===== config.mk =====
export PLATFORM = sky130hd
export DESIGN_NAME = imem_loader
export DESIGN_NICKNAME = d
export VERILOG_FILES = /design/src/rtl/imem_loader.sv
export SDC_FILE = /design/constraint.sdc
export NUM_CORES = 1
export LEC_CHECK = 0
export ABC_AREA = 0
export CORE_UTILIZATION = 49
export CTS_BUF_LIST = sky130_fd_sc_hd__clkbuf_8
export DETAILED_ROUTE_END_ITERATION = 12
export GPL_TIMING_DRIVEN = 1
export HOLD_SLACK_MARGIN = 0.08
export PLACE_DENSITY = 0.75
export SLEW_MARGIN = 15
export SYNTH_ARGS = -nofsm -noshare
export SYNTH_HDL_FRONTEND = slang
export SYNTH_SLANG_ARGS = --single-unit
export TNS_END_PERCENT = 50

===== constraint.sdc =====
create_clock -name clk_i -period 4 [get_ports clk_i]
set_input_delay 0.6 -clock clk_i [delete_from_list [all_inputs] [get_ports clk_i]]
set_output_delay 0.6 -clock clk_i [all_outputs]
set_load 0.05 [all_outputs]

===== src/rtl/imem_loader.sv =====
// Byte-serial instruction memory loader: packs little-endian bytes into 32-bit words and issues one init write per word.
// Optional build macro IMEM_LOADER_CHECKSUM_EN adds a running mod-2^32 session checksum output.
module imem_loader #(
    parameter int WORD_COUNT = 256,
    parameter int ADDR_W     = 8
) (
    input  logic              clk_i,
    input  logic              reset_i,
    input  logic              start_i,
    input  logic [7:0]        rx_data_i,
    input  logic              rx_valid_i,
    output logic              rx_ready_o,
    output logic              init_en_o,
    output logic [ADDR_W-1:0] init_addr_o,
    output logic [31:0]       init_data_o,
    output logic              busy_o,
    output logic              done_o
`ifdef IMEM_LOADER_CHECKSUM_EN
    ,
    output logic [31:0]       checksum_o
`endif
);

    localparam logic [1:0] IDLE    = 2'd0;
    localparam logic [1:0] COLLECT = 2'd1;
    localparam logic [1:0] WRITE   = 2'd2;
    localparam logic [1:0] DONE    = 2'd3;

    localparam logic [ADDR_W-1:0] LAST_ADDR = ADDR_W'(WORD_COUNT - 1);

    logic [1:0]        state_q, state_d;
    logic [ADDR_W-1:0] addr_q, addr_d;
    logic [1:0]        idx_q, idx_d;
    logic [31:0]       word_q, word_d;
    logic [ADDR_W-1:0] iaddr_q, iaddr_d;
    logic [31:0]       idata_q, idata_d;
    logic              start_ok;

    // start is only honoured when no session is running
    assign start_ok = start_i && ((state_q == IDLE) || (state_q == DONE));

    always_comb begin
        state_d = state_q;
        addr_d  = addr_q;
        idx_d   = idx_q;
        word_d  = word_q;
        iaddr_d = iaddr_q;
        idata_d = idata_q;
        case (state_q)
            IDLE, DONE: begin
                if (start_i) begin
                    state_d = COLLECT;
                    addr_d  = '0;
                    idx_d   = '0;
                    word_d  = '0;
                end
            end
            COLLECT: begin
                if (rx_valid_i) begin
                    word_d[idx_q*8 +: 8] = rx_data_i;
                    idx_d = idx_q + 2'd1;
                    if (idx_q == 2'd3) begin
                        state_d = WRITE;
                        iaddr_d = addr_q;
                        idata_d = {rx_data_i, word_q[23:0]};
                    end
                end
            end
            WRITE: begin
                if (addr_q == LAST_ADDR) begin
                    state_d = DONE;
                end else begin
                    state_d = COLLECT;
                    addr_d  = addr_q + 1'b1;
                end
            end
            default: state_d = IDLE;
        endcase
    end

    always_ff @(posedge clk_i) begin
        if (reset_i) begin
            state_q <= IDLE;
            addr_q  <= '0;
            idx_q   <= '0;
            word_q  <= '0;
            iaddr_q <= '0;
            idata_q <= '0;
        end else begin
            state_q <= state_d;
            addr_q  <= addr_d;
            idx_q   <= idx_d;
            word_q  <= word_d;
            iaddr_q <= iaddr_d;
            idata_q <= idata_d;
        end
    end

    assign rx_ready_o  = (state_q == COLLECT);
    assign init_en_o   = (state_q == WRITE);
    assign busy_o      = (state_q == COLLECT) || (state_q == WRITE);
    assign done_o      = (state_q == DONE);
    assign init_addr_o = iaddr_q;
    assign init_data_o = idata_q;

`ifdef IMEM_LOADER_CHECKSUM_EN
    logic [31:0] csum_q, csum_d;

    // accumulate on the edge that ends each write cycle
    always_comb begin
        csum_d = csum_q;
        if (start_ok) begin
            csum_d = '0;
        end else if (state_q == WRITE) begin
            csum_d = csum_q + idata_q;
        end
    end

    always_ff @(posedge clk_i) begin
        if (reset_i) begin
            csum_q <= '0;
        end else begin
            csum_q <= csum_d;
        end
    end

    assign checksum_o = csum_q;
`else
    logic unused_start_ok;
    assign unused_start_ok = start_ok;
`endif

endmodule


=== After elaboration in Yosys (flattened, before gate mapping) ===
Cells that the tools add are included.

* Register bits after elaboration: 84
* Bits of input ports: 12
* Output and inout port bits: 44
* Word-level logic and storage cells: 44

* $add $sub $neg: 3
* Equality and inequality tests: 9
* Shifts and indexed selects: 2
* Mux-type cells: 15
* Reduce and logical (&&, ||, !) cells: 9

{| class="wikitable"
|+ Operator list
! kind !! number
|-
| $mux W32 || 2
|-
| $pmux W32 S2 || 1
|-
| $neg A5 Y34 || 1
|-
| $shift A8 B34 Y32 const A || 1
|-
| $shiftx A8 B34 Y32 || 1
|-
| $bwmux W32 || 1
|-
| $mux W8 || 2
|-
| $pmux W8 S2 || 1
|-
| $mux W2 || 6
|-
| $reduce_and A3 Y1 || 4
|-
| $add A8 B1 Y8 const B || 1
|-
| $eq A8 B8 Y1 const B || 1
|-
| $eq A2 B2 Y1 const B || 3
|-
| $ne A2 B2 Y1 const B || 3
|-
| $pmux W2 S3 || 1
|-
| $pmux W2 S2 || 1
|-
| $reduce_bool A2 Y1 || 2
|-
| $add A2 B1 Y2 const B || 1
|-
| $eq A2 B1 Y1 const B || 1
|-
| $logic_not A2 Y1 || 1
|-
| $ne A2 B1 Y1 const B || 1
|-
| $reduce_or A2 Y1 || 1
|-
| $logic_or A1 B1 Y1 || 1
|}

=== Longest topological paths before layout ===
* Depth after elaboration: 5
* Gate-level depth with buffers: 8
* Depth with buffers taken out: 6

=== Worst setup path after synthesis ===
Ideal clock, no wire load.

* Path type: register -> register
* Start: register state_q[0]
* End: register word_q[16]
* Library setup time: 0.066 ns
* Arrival: 1.914 ns
* Required time: 3.934 ns
* Slack: 2.020 ns
* Stages on the path, launching flop included: 6
* Buffers on the path: 0
* Period minus slack after synthesis: 1.980 ns
* Path through: dfxtp_1 > ha_1 > nand3b_2 > a2111oi_4 > a22oi_1 > nor2_1

{| class="wikitable"
|+ RTL lines
! what !! line !! text
|-
| start, declared || 31 || <nowiki>logic [1:0] state_q, state_d;</nowiki>
|-
| start signal, assigned || 90 || <nowiki>state_q <= state_d;</nowiki>
|-
| $eq A2 B1 Y1 (*) || n/a ||
|-
| net rx_ready_o || 12 || <nowiki>output logic rx_ready_o,</nowiki>
|-
| $ne A2 B2 Y1 (no source line) or $reduce_bool A2 Y1 (tied branches) || n/a ||
|-
| $reduce_and A3 Y1 (no source line) || n/a ||
|-
| end signal, assigned || 93 || <nowiki>word_q <= word_d;</nowiki>
|-
| end, declared || 34 || <nowiki>logic [31:0] word_q, word_d;</nowiki>
|}

Mark *: on every way through the listed nets, which the timed path passes. The rest lies on a longest branch.
A chain may end at the register's enable or synchronous reset.

=== Final worst setup path ===
* Start: register state_q[1]
* End: output rx_ready_o

* Longest elaborated chain between the ends: 1

{| class="wikitable"
|+ Ends and longest elaborated chain
! what !! line !! text
|-
| $eq A2 B1 Y1 || 99 || <nowiki>assign rx_ready_o = (state_q == COLLECT);</nowiki>
|-
| end, declared || 12 ||
|}

No other way between the ends.

==> results by group <==
Power and ir drop
  – Leak pwr: 1.381 nW
  – Maximum VDD drop: 0.0002661 V
  – P per Cell Area: 424.0 mW/mm^2
  – Pwr Total: ~1.7 mW

Floorplan
  – Die ar.: 0.006686 mm^2
  – Die H: 81.77 um
  – Die width: 81.77 um
  – Core Box Area: 0.006026 mm^2
  – FP Rows: 28
  – Initial Util: 0.5174
  – # IOs: 56

GRT
  – Overall routing resource usage: 0.2254
  – First-pass GRT wire length: 11.16 mm
  – Gr ovfl total: 0
  – Largest net degree at the start of global routing: 55
  – Initial antenna violation count: 0
  – Vias in the first global route: 2309

Clocking
  – Hold-fix buffers, CTS: 0
  – Number of clock sinks: 76
  – CTS tree: done
  – Clk buf depth: 2
  – Setup Buffers After CTS: 0
  – Num CTS Buffers: 9
  – Clock slew at reported path FFs: 0.08 ns
  – Worst-Skew Late Latency: 0.34 ns
  – H-tree depth: 3
  – CTS resizes: 0
  – Root Driver: clkbuf_8

Synthesis
  – Mapped Area: roughly 0.0031 mm^2
  – Main area contributors after synthesis: dfxtp_1, nand2_1, a21oi_1, ha_1, a22oi_1
  – Synth warn: 0
  – Cell accounting for the most synthesized area: dfxtp_1
  – Post-synth EDFFs: 0
  – Fraction of registers with async set or reset after synthesis: 0
  – FF+latch count, synth: 76
  – Post-synthesis sequential area ratio: 0.4880
  – Syn Nets: 387
  – Post-synth top cells: nand2_1, dfxtp_1, a21oi_1
  – Synth top area share: 0.4880
  – Synth Flop Type: dfxtp_1
  – Cell variety after synth: 38
  – Synth Instances: roughly 370
  – Most frequent cell after synthesis: nand2_1
  – Mapped Avg Cell Area: 8.542 um^2

Place
  – Port Buffers: 55
  – DP HPWL: ~4.8 mm
  – Pre-CTS setup slack: 1.462 ns
  – Cell Area, Placed: 0.003690 mm^2
  – RePlAce Congestion: 0.8287

Timing
  – Final Skew: about 0.008 ns
  – Max Freq: approximately 350 MHz
  – Final setup TNS: 0 ns
  – Slew @ Worst Pin: about 0.62 ns
  – RSZ-0062 raised after global routing: no
  – Slew Viols, Final: 0
  – Relative slew margins: 0.5886
  – Count of final hold-check violations: 0
  – Min cycle time layout: 2.847 ns
  – Post-route setup slack: 1.153 ns
  – Final setup violating endpoints: 0
  – Final worst path period share: 0.7118

Final layout
  – Diode count: 0
  – Finished Cell Area: 0.003921 mm^2
  – Final design utilization: 0.6507
  – Nets: 436
  – Area delta synth->final: 25.76%
  – Share of post-route cells with drive strength above 1: 0.06921

Drt
  – Via count: roughly 2700
  – DRT iter0 DRCs: 141
  – Final ANT Viol Nets: 0
  – WL final: 7.120 mm
  – Avg WL per Cell: 14.41 um
  – Post-DR vias/cell: approximately 5.4
  – DRC viols: 0
  – Pre-Repair DR Iteration Count: 4

Hold path
  – Hold WC Path Type: reg -> reg

Worst setup path
  – Max FO, Critical Path: 14
  – CP endpoint kind: output pin
  – CP startpoint kind: flop
  – Arr. time, crit path: roughly 2.3 ns
  – WS Path Type: reg -> out
  – Critical Path RT: 3.40 ns

Status
  – Status: finished, final reports clean

Run
  – MaxCap Viol Count: 0
[cells by family after synthesis]
family,Yosys count,synth area share
buffers and inverters,26,0.03732
adders and majority gates,10,0.04013
muxes,11,0.03652
AOI/OAI and AO/OA,83,0.1673
and+or+nand+nor,159,0.2307
DFF,76,0.4880
[layout make-up]
cell class,count,area [um^2]
clock inverter,6,93.84
timing repair buffer,59,575.6
sequential,76,1521
multi-input combinational,263,1480
clock buffer,10,137.6
tap,75,93.84
inverter,5,18.77
fill,521,2105
[cells in the final DEF, fill, tap and decap left out, types with 3 or more instances in the layout]
cell             Yosys  routed
ha_1                10      10
dfxtp_1             76      76
and2_1               9       9
a22oi_1             16      16
clkbuf_8             0      10
clkdlybuf4s50_1      0      54
buf_4                4       4
nor2_1              29      29
nand2b_1             3       3
nand3_1              4       4
inv_1                5       5
a21oi_1             49      49
nand2_1             94      94
o21ai_0              5       5
mux2i_1             10      10
and3_1               6       6
a31oi_1              3       3
[through the flow]
step,hold slack [ns],std cells
floorplan,0.4313,365
global placement,0.4429,478
detailed placement,0.4457,478
CTS,0.4576,494
global route,0.4754,494
finish,0.4543,494
[report_power, final]
group          internal (mW)  switching (mW)
Combinational         0.0803           0.144
Sequential             0.767         0.00946
Clock                  0.374           0.289
[per-layer routing]
metal  part of all wire  routed length, um  global-route usage  up-vias
met5                  0                  0                   0        -
met4             0.0096                 68             0.07193        0
met3              0.036                253             0.05889        7
met2               0.48               3418              0.3595       64
met1               0.47               3381              0.2960     1259
li1                   -                  -                   -     1335
[flip-flops by register name, indices dropped and copies added, names as in the netlist]
name / count
init_addr_o: 8
word_q: 24
idx_q: 2
addr_q: 8
init_data_o: 32
state_q: 2
[final timing paths]
kind,startpoint,to,slack (ns),cells past startpoint
worst max-delay path,state_q[1],rx_ready_o,1.15,3
worst max register to register,state_q[1],init_addr_o[7],1.68,6
worst min register to register,init_data_o[8],init_data_o[8],0.45,2
worst min-delay path,init_data_o[8],init_data_o[8],0.45,2
[worst max-delay path, cell delays in order (launching register included)]
cell             delay [ns]
dfxtp_1                0.33
inv_1                  0.10
ha_1                   0.56
clkdlybuf4s50_1        0.92
No activity file was read; power rests on OpenSTA's default activity.
==> patch 1 (config.mk and constraints unchanged) <==
Change the parameter `ADDR_W` from 8 to 6.
--- a/src/rtl/imem_loader.sv
+++ b/src/rtl/imem_loader.sv
@@ -4,3 +4,3 @@
     parameter int WORD_COUNT = 256,
-    parameter int ADDR_W     = 8
+    parameter int ADDR_W     = 6
 ) (
Interface: changed (resized init_addr_o); port bits go from 56 to 54. The function was not compared with the original's and may differ.
==> patch 1 against the original RTL <==
- die area is 5.8% lower
- worst setup slack worse by 140 ps
- design area is 5.1% lower
- worst hold slack hardly changed
- clock skew is 2.9 ps higher
- sequential power is 5.0% lower
- count of clock-buffer cells in the layout is 1 lower
- wire length is 9.9% lower
- synthesized area is 5.9% lower
- clock power is 3% higher
- sequential cell count is 4 lower
- total power is 1.7% lower
- largest power group unchanged
- highest routed layer unchanged
==> patch 1: results (changes against the original RTL) <==
| Metric | Value |
|---|---|
| Status | `complete, no violations` |
| First-pass GRT wire length | `10,300 um (-7.5%)` |
| Max Clock Skew | `10.8 ps (+2.87 ps)` |
| DP Worst Slack | `1400 ps (-63.4 ps)` |
| Vias in the first global route | `2,250 (-2.6%)` |
| Met1 Usage GRT | `27.5% (-2.1 points)` |
| Sequential-to-total area share from yosys stat | `49.1% (+0.33 points)` |
| Nets@finish | `411 (-5.7%)` |
| Dpl cell area | `3490 sq um (-5.5%)` |
| Pleak | `1.28 nW (-7.0%)` |
| Routed length on met1 | `2920 um (-14%)` |
| Hold path cells | `2 (unchanged)` |
| Row count | `27 (-3.6%)` |
| Share of layout cells above drive strength 1 | `6.60% (-0.32 points)` |
| Fillers | `482 (-7.5%)` |
| Design Power | `0.00163 W (-1.7%)` |
| Tightest Pin Transition | `747 ps (+130 ps)` |
| Met3 routed WL | `452 um (+79%)` |
| Worst-path fanout max | `15 (+1)` |
| Cells on worst reg2reg path | `6 (unchanged)` |
| Clock-cell share of area | `6.32% (+0.42 points)` |
| Placed Cells | `450 (-5.9%)` |
| # clk buffers | `9 (-1)` |
| Met2 WL | `2910 um (-15%)` |
| Pin count of the biggest net entering global routing | `39 (-29%)` |
| Port bufs | `53 (-3.6%)` |
| Final worst path period need | `2990 ps (+141 ps)` |
| Clock share of power | `41.6% (+1.7 points)` |
| Routability cong. | `0.840 (+1.4%)` |
| Fraction of area in multi-input gates | `36.9% (-0.84 points)` |
| Synth cell count leaders | `87 x nand2_1, 72 x dfxtp_1, 44 x a21oi_1, 30 x nor2_1, 16 x a22oi_1` |
| Routing usage on met2 | `33.7% (-2.2 points)` |
| #MultiIn Comb | `241 (-8.4%)` |
| Hold Slack | `454 ps (-0.228 ps)` |
| Met3 Use GR | `5.49% (-0.40 points)` |
| Wirelength per Cell | `13.8 um (-4.5%)` |
| Vias | `2,511 (-5.8%)` |
| Max FFs per register | `32 (unchanged)` |
| Mean Syn Cell Area | `8.63 sq um (+1.0%)` |
| Part of the power in registers | `45.1% (-1.6 points)` |
| Top cells by area, synth | `dfxtp_1 49%, nand2_1 11%, a21oi_1 7.5%, ha_1 4.3%, a22oi_1 4.1%` |
| Non-clock inverter count | `9 (+4)` |
| Max VDD drop | `0.231 mV (-13%)` |
| Reg2reg setup slack | `1540 ps (-140 ps)` |
| 1st-iter DRT viols | `134 (-5.0%)` |
| Vias per Instance | `5.39 (-0.12%)` |
| FF/Latch Area | `1440 sq um (-5.3%)` |
| NonClk Buf Share | `14.7% (+0.045 points)` |
| Seq cells post-synth | `72 (-5.3%)` |
| GR Util All Layers | `21.7% (-0.86 points)` |
| Switching Fraction | `25.7% (-0.88 points)` |
| Non-clock buffers | `56 (-5.1%)` |
| Seq area share | `38.7% (-0.078 points)` |
## patch 1: changes by cell type after synthesis, sizes merged, moves of 2 or more
| cell | unedited run | this run |
|---|---|---|
| nand2 | 94 | 87 |
| and3 | 6 | 1 |
| a21oi | 50 | 45 |
| nand2b | 3 | 1 |
| dfxtp | 76 | 72 |
| o2111ai | 0 | 2 |
| inv | 5 | 9 |
| a31oi | 3 | 0 |
| clkbuf | 14 | 11 |
| mux2i | 11 | 9 |
## patch 1: logic make-up after synthesis
logic type / synth area share [%]
compound gates: 18.5
fa+ha+maj: 4.26
buf+inv: 4.05
flops: 49.1
mux: 3.88
simple gates: 20.2
## patch 1: worst paths after layout
kind,from,to
hold reg to reg,init_data_o[3],init_data_o[3]
hold / removal,init_data_o[3],init_data_o[3]
setup / recovery,state_q[1],rx_ready_o
setup reg to reg,state_q[1],init_addr_o[3]
## patch 1: critical path, stage by stage (launching register included)
cell	delay [ps]
dfxtp_1	330
inv_1	110
ha_1	660
clkdlybuf4s50_1	940
==> patch 2 (same flow settings) <==
Without the edit above. Take the reset off `word_q` and load it in a clocked block of its own.
--- a/src/rtl/imem_loader.sv
+++ b/src/rtl/imem_loader.sv
@@ -85,3 +85,2 @@
             idx_q   <= '0;
-            word_q  <= '0;
             iaddr_q <= '0;
@@ -92,3 +91,2 @@
             idx_q   <= idx_d;
-            word_q  <= word_d;
             iaddr_q <= iaddr_d;
@@ -96,2 +94,6 @@
         end
+    end
+
+    always_ff @(posedge clk_i) begin
+        word_q <= word_d;
     end
Function: same outputs for any inputs over 4 cycles, from zero or initial values and one cycle with reset_i high; that may be too few to reach the edited logic, so the function may still have changed.
==> patch 2 against the original RTL <==
- the run now ends with DRC left
- global-route usage decreased by 0.80 points
- worst setup slack got worse by 310 ps
- sequential cell count unchanged
- design area increased by 6.6%
- final cell count increased by 3.0%
- total power increased by 16%
- core utilization decreased by 0.69 points
- synthesized cell count increased by 3.8%
- die area increased by 7.6%
- wire length increased by 5.5%
- synthesized area increased by 7.8%
- register-to-register slack got worse by 380 ps
- sequential share of layout area increased by 3.3 points
- largest cell class unchanged
==> patch 2: results (changes against the original RTL) <==
| Metric | Value |
|---|---|
| Synth Area in Compound Gates | `14.1% (-2.6 points)` |
| Top cells by area, synth | `dfxtp_1 31%, edfxtp_1 21%, a21oi_1 11%, nand2_1 10%, nor2b_1 9.5%` |
| Drt pass-1 iters | `11 (+7)` |
| Vias per Instance | `5.42 (+0.51%)` |
| Max Clock Skew | `6.94 ps (-0.967 ps)` |
| Met2 WL | `3690 um (+7.8%)` |
| Worst slew margin | `34.2% (-25 points)` |
| Multiplexer share of the synthesized area | `0.298% (-3.4 points)` |
| HP Class | `reg2reg` |
| Yosys cell types | `36 (-5.3%)` |
| Mapped Nets | `401 (+3.6%)` |
| Fillers | `558 (+7.1%)` |
| Crit-path max cell delay | `960 ps (+40 ps)` |
| #MultiIn Comb | `275 (+4.6%)` |
| Non-clock inverter count | `6 (+1)` |
| Mean Syn Cell Area | `8.87 sq um (+3.8%)` |
| Routing usage on met2 | `36.1% (+0.19 points)` |
| Share of layout cells above drive strength 1 | `6.48% (-0.44 points)` |
| Worst-path fanout max | `35 (+21)` |
| P_comb | `0.000322 W (+44%)` |
| Failing checks | `DRC` |
| Routability cong. | `0.888 (+7.1%)` |
| Vias in the first global route | `2,576 (+12%)` |
| Multi-input logic area | `1500 sq um (+1.4%)` |
| NonClk Buf Share | `13.8% (-0.91 points)` |
| First-pass GRT wire length | `12,100 um (+8.8%)` |
| Seq area share | `42.1% (+3.3 points)` |
| Pleak | `1.41 nW (+2.4%)` |
| Max VDD drop | `0.264 mV (-0.76%)` |
| Dpl cell area | `3950 sq um (+7.1%)` |
| Met3 routed WL | `415 um (+64%)` |
| GR Util All Layers | `21.7% (-0.80 points)` |
| FFs & Latches | `76 (unchanged)` |
| Met1 Usage GRT | `26.1% (-3.5 points)` |
| Wirelength per Cell | `14.8 um (+2.4%)` |
| Hold Slack | `454 ps (-0.170 ps)` |
| # DRC | `1 (+1)` |
| Psw | `0.000525 W (+19%)` |
| Nets@finish | `449 (+3.0%)` |
| WP data arrival | `2550 ps (+300 ps)` |
| Synth cell count leaders | `90 x nand2_1, 72 x a21oi_1, 52 x dfxtp_1, 51 x nor2b_1, 24 x edfxtp_1` |
| Layout area overhead | `24.4%` |
| EDFF count, synth | `24 (+24)` |
| Part of the power in registers | `49.3% (+2.6 points)` |
| Status | `complete, but fails checks` |
| 1st-iter DRT viols | `194 (+38%)` |
patch 2: changes by cell type in the layout (fill, tap and decap cells not counted), moves of 7 or more:
cell | before | now
a21oi_1 | 49 | 72
and2_1 | 9 | 2
dfxtp_1 | 76 | 52
nor2_1 | 29 | 6
a22oi_1 | 16 | 0
mux2i_1 | 10 | 1
nor2b_1 | 2 | 51
edfxtp_1 | 0 | 24
patch 2: worst paths after layout:
| check | endpoint | from | cells past startpoint |
|---|---|---|---|
| max | rx_ready_o | state_q[0] | 2 |
| min | init_data_o[6] | init_data_o[6] | 2 |
| max reg2reg | init_data_o[21] | state_q[0] | 5 |
| min reg2reg | init_data_o[6] | init_data_o[6] | 2 |
patch 2: metrics by stage:
stage | total power [W] | cells | setup WS [ps]
floorplan | 0.00119 | 379 | 1200
global placement | 0.00128 | 493 | 1250
detailed placement | 0.00128 | 493 | 1220
CTS | 0.00193 | 509 | 842
global route | 0.00201 | 509 | 709
finish | 0.00193 | 509 | 845
